File: config.mk
export PLATFORM = sky130hd
export DESIGN_NAME = act_lut_loader
export DESIGN_NICKNAME = d
export VERILOG_FILES = /design/src/rtl/act_pkg.sv /design/src/rtl/act_lut_loader.sv
export SDC_FILE = /design/constraint.sdc
export NUM_CORES = 1
export LEC_CHECK = 0
export ABC_CLOCK_PERIOD_IN_PS = 2900
export CORE_AREA = 2 2 54 81
export CTS_CLUSTER_SIZE = 12
export DETAILED_ROUTE_END_ITERATION = 10
export DIE_AREA = 0 0 56 83
export PLACE_DENSITY = 0.91
export SYNTH_ARGS = -nofsm -noshare
export SYNTH_HDL_FRONTEND = slang
export SYNTH_SLANG_ARGS = --single-unit
File: constraint.sdc
create_clock -name clk -period 2.9 [get_ports clk]
set_input_delay 0.29 -clock clk [delete_from_list [all_inputs] [get_ports clk]]
set_output_delay 0.29 -clock clk [all_outputs]
set_load 0.05 [all_outputs]
File: src/rtl/act_pkg.sv
// Shared types and helpers for the activation LUT loader and its readers.
package act_pkg;

   typedef enum logic [1:0] {
      IDLE,
      LOAD,
      FLUSH
   } loader_state_t;

   function automatic int lut_depth(input int in_width);
      return 1 << in_width;
   endfunction

   // Offset-binary mapping: the most negative input lands on address 0.
   function automatic int lut_addr(input int x, input int in_width);
      return x ^ (1 << (in_width - 1));
   endfunction

endpackage

File: src/rtl/act_lut_loader.sv
// Streams activation-table words into the LUT RAM write port and reports
// completion, length errors and table validity.
module act_lut_loader
   import act_pkg::*;
#(
   parameter int inWidth   = 10,
   parameter int dataWidth = 16
) (
   input  logic                 clk,
   input  logic                 rst,
   input  logic                 start,
   input  logic                 s_valid,
   output logic                 s_ready,
   input  logic [dataWidth-1:0] s_data,
   input  logic                 s_last,
   output logic                 wr_en,
   output logic [inWidth-1:0]   wr_addr,
   output logic [dataWidth-1:0] wr_data,
   output logic                 busy,
   output logic                 done,
   output logic                 err_len,
   output logic                 lut_valid
);

   localparam int CNT_W = inWidth + 1;
   localparam logic [CNT_W-1:0] LAST_IDX = CNT_W'(lut_depth(inWidth) - 1);

   // Handshake: a beat transfers on a rising edge where s_valid and s_ready
   // are both high; s_ready depends only on state, never on s_valid.
   loader_state_t    state;
   loader_state_t    state_nxt;
   logic [CNT_W-1:0] cnt;
   logic             accept;
   logic             at_last;

   assign s_ready = (state != IDLE);
   assign busy    = (state != IDLE);
   assign accept  = s_valid & s_ready;
   assign at_last = (cnt == LAST_IDX);

   always_ff @(posedge clk or posedge rst) begin
      if (rst) begin
         state <= IDLE;
      end else begin
         state <= state_nxt;
      end
   end

   always_comb begin
      state_nxt = state;
      case (state)
         IDLE: begin
            if (start) state_nxt = LOAD;
         end
         LOAD: begin
            if (accept) begin
               if (s_last)       state_nxt = IDLE;
               else if (at_last) state_nxt = FLUSH;
            end
         end
         FLUSH: begin
            if (accept && s_last) state_nxt = IDLE;
         end
         default: state_nxt = IDLE;
      endcase
   end

   // Write port and status flags are registered from the accepting edge,
   // so the final write and done land in the same cycle.
   always_ff @(posedge clk or posedge rst) begin
      if (rst) begin
         cnt       <= '0;
         wr_en     <= 1'b0;
         wr_addr   <= '0;
         wr_data   <= '0;
         done      <= 1'b0;
         err_len   <= 1'b0;
         lut_valid <= 1'b0;
      end else begin
         wr_en <= 1'b0;
         done  <= 1'b0;
         case (state)
            IDLE: begin
               if (start) begin
                  cnt       <= '0;
                  err_len   <= 1'b0;
                  lut_valid <= 1'b0;
               end
            end
            LOAD: begin
               if (accept) begin
                  wr_en   <= 1'b1;
                  wr_addr <= cnt[inWidth-1:0];
                  wr_data <= s_data;
                  cnt     <= cnt + CNT_W'(1);
                  if (s_last) begin
                     if (at_last) begin
                        done      <= 1'b1;
                        lut_valid <= 1'b1;
                     end else begin
                        err_len <= 1'b1;
                     end
                  end
               end
            end
            FLUSH: begin
               if (accept && s_last) err_len <= 1'b1;
            end
            default: ;
         endcase
      end
   end

endmodule

* Word-level counts from Yosys, hierarchy flattened
Index checks and enable logic that the tools add are counted.
Word-level totals: bits in latches 0, memories kept 0, register bits after elaboration 43, memory bits (writable) 0, logic and storage cells 55, output and inout bits 32, input port bits 21, bits in read-only memories 0
Cells by class: $add $sub $neg 1, muxes and demuxes 25, bitwise operators 1, shift operators 0, divide/modulo/power cells 0, equality and inequality tests 10, multipliers 0, order comparisons 0, reduce and logical (&&, ||, !) cells 10
Operators by type and width (number):
- $mux 11 | 2
- $pmux 11 s2 | 1
- $mux 1 | 14
- $ne 2x2->1 const B | 6
- $add 11x1->11 const B | 1
- $eq 11x10->1 const B | 1
- $mux 2 | 5
- $pmux 2 s3 | 1
- $reduce_and 6->1 | 1
- $reduce_and 5->1 | 1
- $reduce_and 4->1 | 1
- $reduce_bool 2->1 | 2
- $ne 3x3->1 const B | 1
- $pmux 1 s3 | 1
- $reduce_and 3->1 | 1
- $reduce_bool 3->1 | 1
- $eq 2x1->1 const B | 1
- $eq 2x2->1 const B | 1
- $logic_not 2->1 | 1
- $pmux 1 s2 | 1
- $reduce_and 2->1 | 1
- $and 1x1->1 | 1
- $logic_and 1x1->1 | 1

* Logic depth before layout (Yosys ltp)
word-level depth 5, mapped depth 8, gate-level depth less buffers 7

* Worst setup path before layout
No wires, ideal clock.
path kind flip-flop to flip-flop, start register state[0], end register err_len, period minus slack after synthesis 1.765 ns, cell stages (with the launch flop) 7, path slack 1.135 ns, arrival time 1.637 ns, cell sequence dfrtp_1 > inv_1 > ha_1 > nor2b_1 > o31a_1 > a211oi_1 > mux2_1
Between the ends: longest elaborated chain between the ends 5
Ends and longest elaborated chain:
- start: declaration | RTL line act_lut_loader.sv:30 | loader_state_t state;
- start signal: assignment | RTL line act_lut_loader.sv:45 | state <= state_nxt;
- $reduce_bool 2->1 | RTL line act_lut_loader.sv:36 | assign s_ready = (state != IDLE);
- $and 1x1->1 | RTL line act_lut_loader.sv:38 | assign accept = s_valid & s_ready;
- $logic_and 1x1->1 | RTL line act_lut_loader.sv:107 | if (accept && s_last) err_len <= 1'b1;
- $ne 2x2->1 (no source line)
- $reduce_and 6->1 (no source line)
- end signal: assignment | RTL line act_lut_loader.sv:77 | err_len <= 1'b0;
- end signal: assignment | RTL line act_lut_loader.sv:101 | err_len <= 1'b1;
- end signal: assignment | RTL line act_lut_loader.sv:107
- end: declaration | RTL line act_lut_loader.sv:21 | output logic err_len,
Several ways; a longest one is shown, not always the timed one. A chain may end at the register's enable or synchronous reset.

* Final worst setup path
start register state[0], end output busy
Between the ends: longest elaborated chain between the ends 1
Ends and longest elaborated chain:
- $reduce_bool 2->1 | RTL line act_lut_loader.sv:37 | assign busy = (state != IDLE);
- end: declaration | RTL line act_lut_loader.sv:19 | output logic busy,
No other way between the ends.

==> run summary <==
first-pass GRT wire length = 6.96 mm
GR Util met3 = 4.67%
reg-to-reg slack, setup = 820 ps
Mapped Nets = 228
CTS tree = built
TNS Setup = 0 ps
Period minus WS final = 2290 ps
CP Class = reg -> out
Lkg Pwr = 0.00123 uW
antenna-violating nets left = 0
first drt pass iteration count = 4
vias per inst = 5.10
GRT overflow = 0
drt wl/cell = 13.5 um
Seq/Total Area, Yosys = 55.3%
run status = finished clean
Max Slew Vio Count = 0
Starting Density = 49.6%
grt met1 use = 22.8%
DR iter-0 viols = 25
I/O pins = 53
clk sinks = 43
crit start category = flop
largest net degree at the start of global routing = 37
yosys warns = 0
number of nets in the final layout = 282
Tightest Pin Transition = 657 ps
CP max stage cell = clkdlybuf4s50_1
Die X = 56 um
Worst setup EP type = primary output
vias in the first global route = 1507
postcts setup bufs = 0
Clock Latency Late Sink = 290 ps
Die H = 83 um
Syn Area/Cell = 9.68 um2
# resized after CTS = 0
Final Wtd Congestion = 0.829
antenna violations before repair = 0
most frequent cells in the layout = nand2_1, clkdlybuf4s50_1, dfrtp_1
Max VDD drop = 708 uV
Setup WS post-layout = 607 ps
IO buf count = 52
DP Wirelength = 2.89 mm
worst hold path type = in -> async
most frequent CP cell = inv_1
clock buffer depth = 2
full die area = 4650 um2
RSZ-0062 raised after global routing = false
Power Dens Cells = 966 nW/um2
depth of the CTS H-tree = 2
FILL cells = 315
Area Growth Syn to Fin = 33.1%
Hold Slack = 316 ps
total CTS buffers = 5
via count = 1534
worst reg2reg path startpoint = state[0]
Antenna Cells = 0
r2r endpoint = cnt[10]
Final Util = 66.0%
required time worst endpoint = 2610 ps
DRC Markers = 0
WP data arrival = 2000 ps
row count = 28
CP bufs+invs = 3
slowest stage delay, CP = 800 ps
pre-CTS setup slack = 874 ps
GR Util All Layers = 18.7%
Final Hold Fails = 0
Setup Skew = 3.41 ps
crit-path max FO = 7
r2r worst-path depth = 7
commonest non-fill, non-tap cell in the layout = nand2_1
Core ar. = 3920 um2
Final period util = 79.1%
slew margin rel. = 56.0%
Top delay family on crit path = buffers and inverters
# setup viols final = 0
Routed WL = 4.07 mm
fraction of layout cells with a size suffix above 1 = 6.25%
Reg clk slew, reported paths = 80 ps
Cell variety after synth = 39
max cap viols = 0
CTS Root Buffer Type = clkbuf_8
synthesized flop and latch total = 43
Most Crowded Layer GR = met2
Cells after Synth = 201
fmax = 436 MHz
grt met2 use = 31.6%
CTS Hold Buffers Added = 0
Post-Syn Area = 1950 um2
crit-path cells = inv_1 > ha_1 > inv_1 > clkdlybuf4s50_1
==> state kept, by name (all words and copies together), names as in the netlist <==
register and flops:
done 1, err_len 1, wr_en 1, wr_addr 10, cnt 11, state 2
wr_data 16, lut_valid 1
==> cells by family (layout without fill, tap and decap cells) <==
logic type	count (synthesis)	in the layout	share of synthesized area (%)
buffers and inverters	16	71	3.47
adders and majority gates	6	6	3.86
DFF	43	43	55.3
xor gates and xnor gates	6	6	2.70
AOI/OAI and AO/OA	23	23	8.30
muxes	2	2	1.16
and+or+nand+nor	105	105	25.2
==> routing by layer <==
layer,routed length (um),vias up,share of wire [%]
li1,-,758,-
met1,1640,736,40
met2,2210,33,54
met3,151,7,3.7
met4,65,0,1.6
met5,0,-,0
==> through the flow <==
step | power [uW] | cell area [um2] | cells
2_1_floorplan | 1740 | 1950 | 201
3_3_place_gp | 2120 | 2510 | 293
3_5_place_dp | 2160 | 2510 | 293
4_1_cts | 2520 | 2590 | 301
5_1_grt | 2630 | 2590 | 301
6_report | 2500 | 2590 | 301
==> Yosys cell counts (all sizes together) <==
| cell | number | area [um2] |
|---|---|---|
| a2111oi | 1 | 15.0 |
| a211oi | 4 | 30.0 |
| a21o | 2 | 15.0 |
| a21oi | 4 | 20.0 |
| a22o | 2 | 17.5 |
| a31o | 1 | 8.76 |
| and3 | 1 | 7.51 |
| and3b | 1 | 8.76 |
| buf | 5 | 26.3 |
| clkbuf | 3 | 11.3 |
| clkinv | 1 | 3.75 |
| dfrtp | 43 | 1080 |
| ha | 6 | 75.1 |
| inv | 7 | 26.3 |
| mux2 | 2 | 22.5 |
| nand2 | 78 | 293 |
| nand2b | 1 | 6.26 |
| nand3 | 3 | 15.0 |
| nand3b | 3 | 38.8 |
| nand4 | 1 | 21.3 |
| nor2 | 9 | 33.8 |
| nor2b | 1 | 6.26 |
| nor3 | 2 | 10.0 |
| nor3b | 1 | 7.51 |
| nor4 | 1 | 21.3 |
| nor4b | 1 | 8.76 |
| o21a | 1 | 7.51 |
| o21ai | 5 | 25.0 |
| o22ai | 1 | 6.26 |
| o31a | 1 | 8.76 |
| o31ai | 1 | 7.51 |
| or2 | 1 | 6.26 |
| or3 | 1 | 6.26 |
| xnor2 | 5 | 43.8 |
| xor2 | 1 | 8.76 |
==> power breakdown <==
part | switching (uW) | internal [uW]
combinational | 855 | 425
clock | 197 | 169
sequential | 95.8 | 758
total | 1150 | 1350
==> worst register-to-register path: cells and delay by family (launching register included) <==
family / cells / cell delay [ps]
flops: 1 / 400
buf+inv: 2 / 360
fa+ha+maj: 1 / 310
compound gates: 2 / 390
simple gates: 2 / 560
==> how the worst max path moves through the flow <==
stage,from,to,slack (ps),depth (start not counted)
6_report,state[0],busy,610,4
5_1_grt,state[0],busy,510,4
4_1_cts,state[0],busy,610,4
3_5_place_dp,state[0],cnt[10],870,7
3_3_place_gp,state[0],cnt[10],940,7
2_1_floorplan,state[0],err_len,1140,6
==> final cells by class <==
type	instances	area (um2)	area share, %
clock buffer	7	76.3	2.95
tap	45	56.3	2.17
multi-input combinational	142	802	31.0
inverter	8	30.0	1.16
timing repair buffer	55	543	21.0
clock inverter	1	5.00	0.193
sequential	43	1080	41.6
Power figures use the tool's default switching activity.
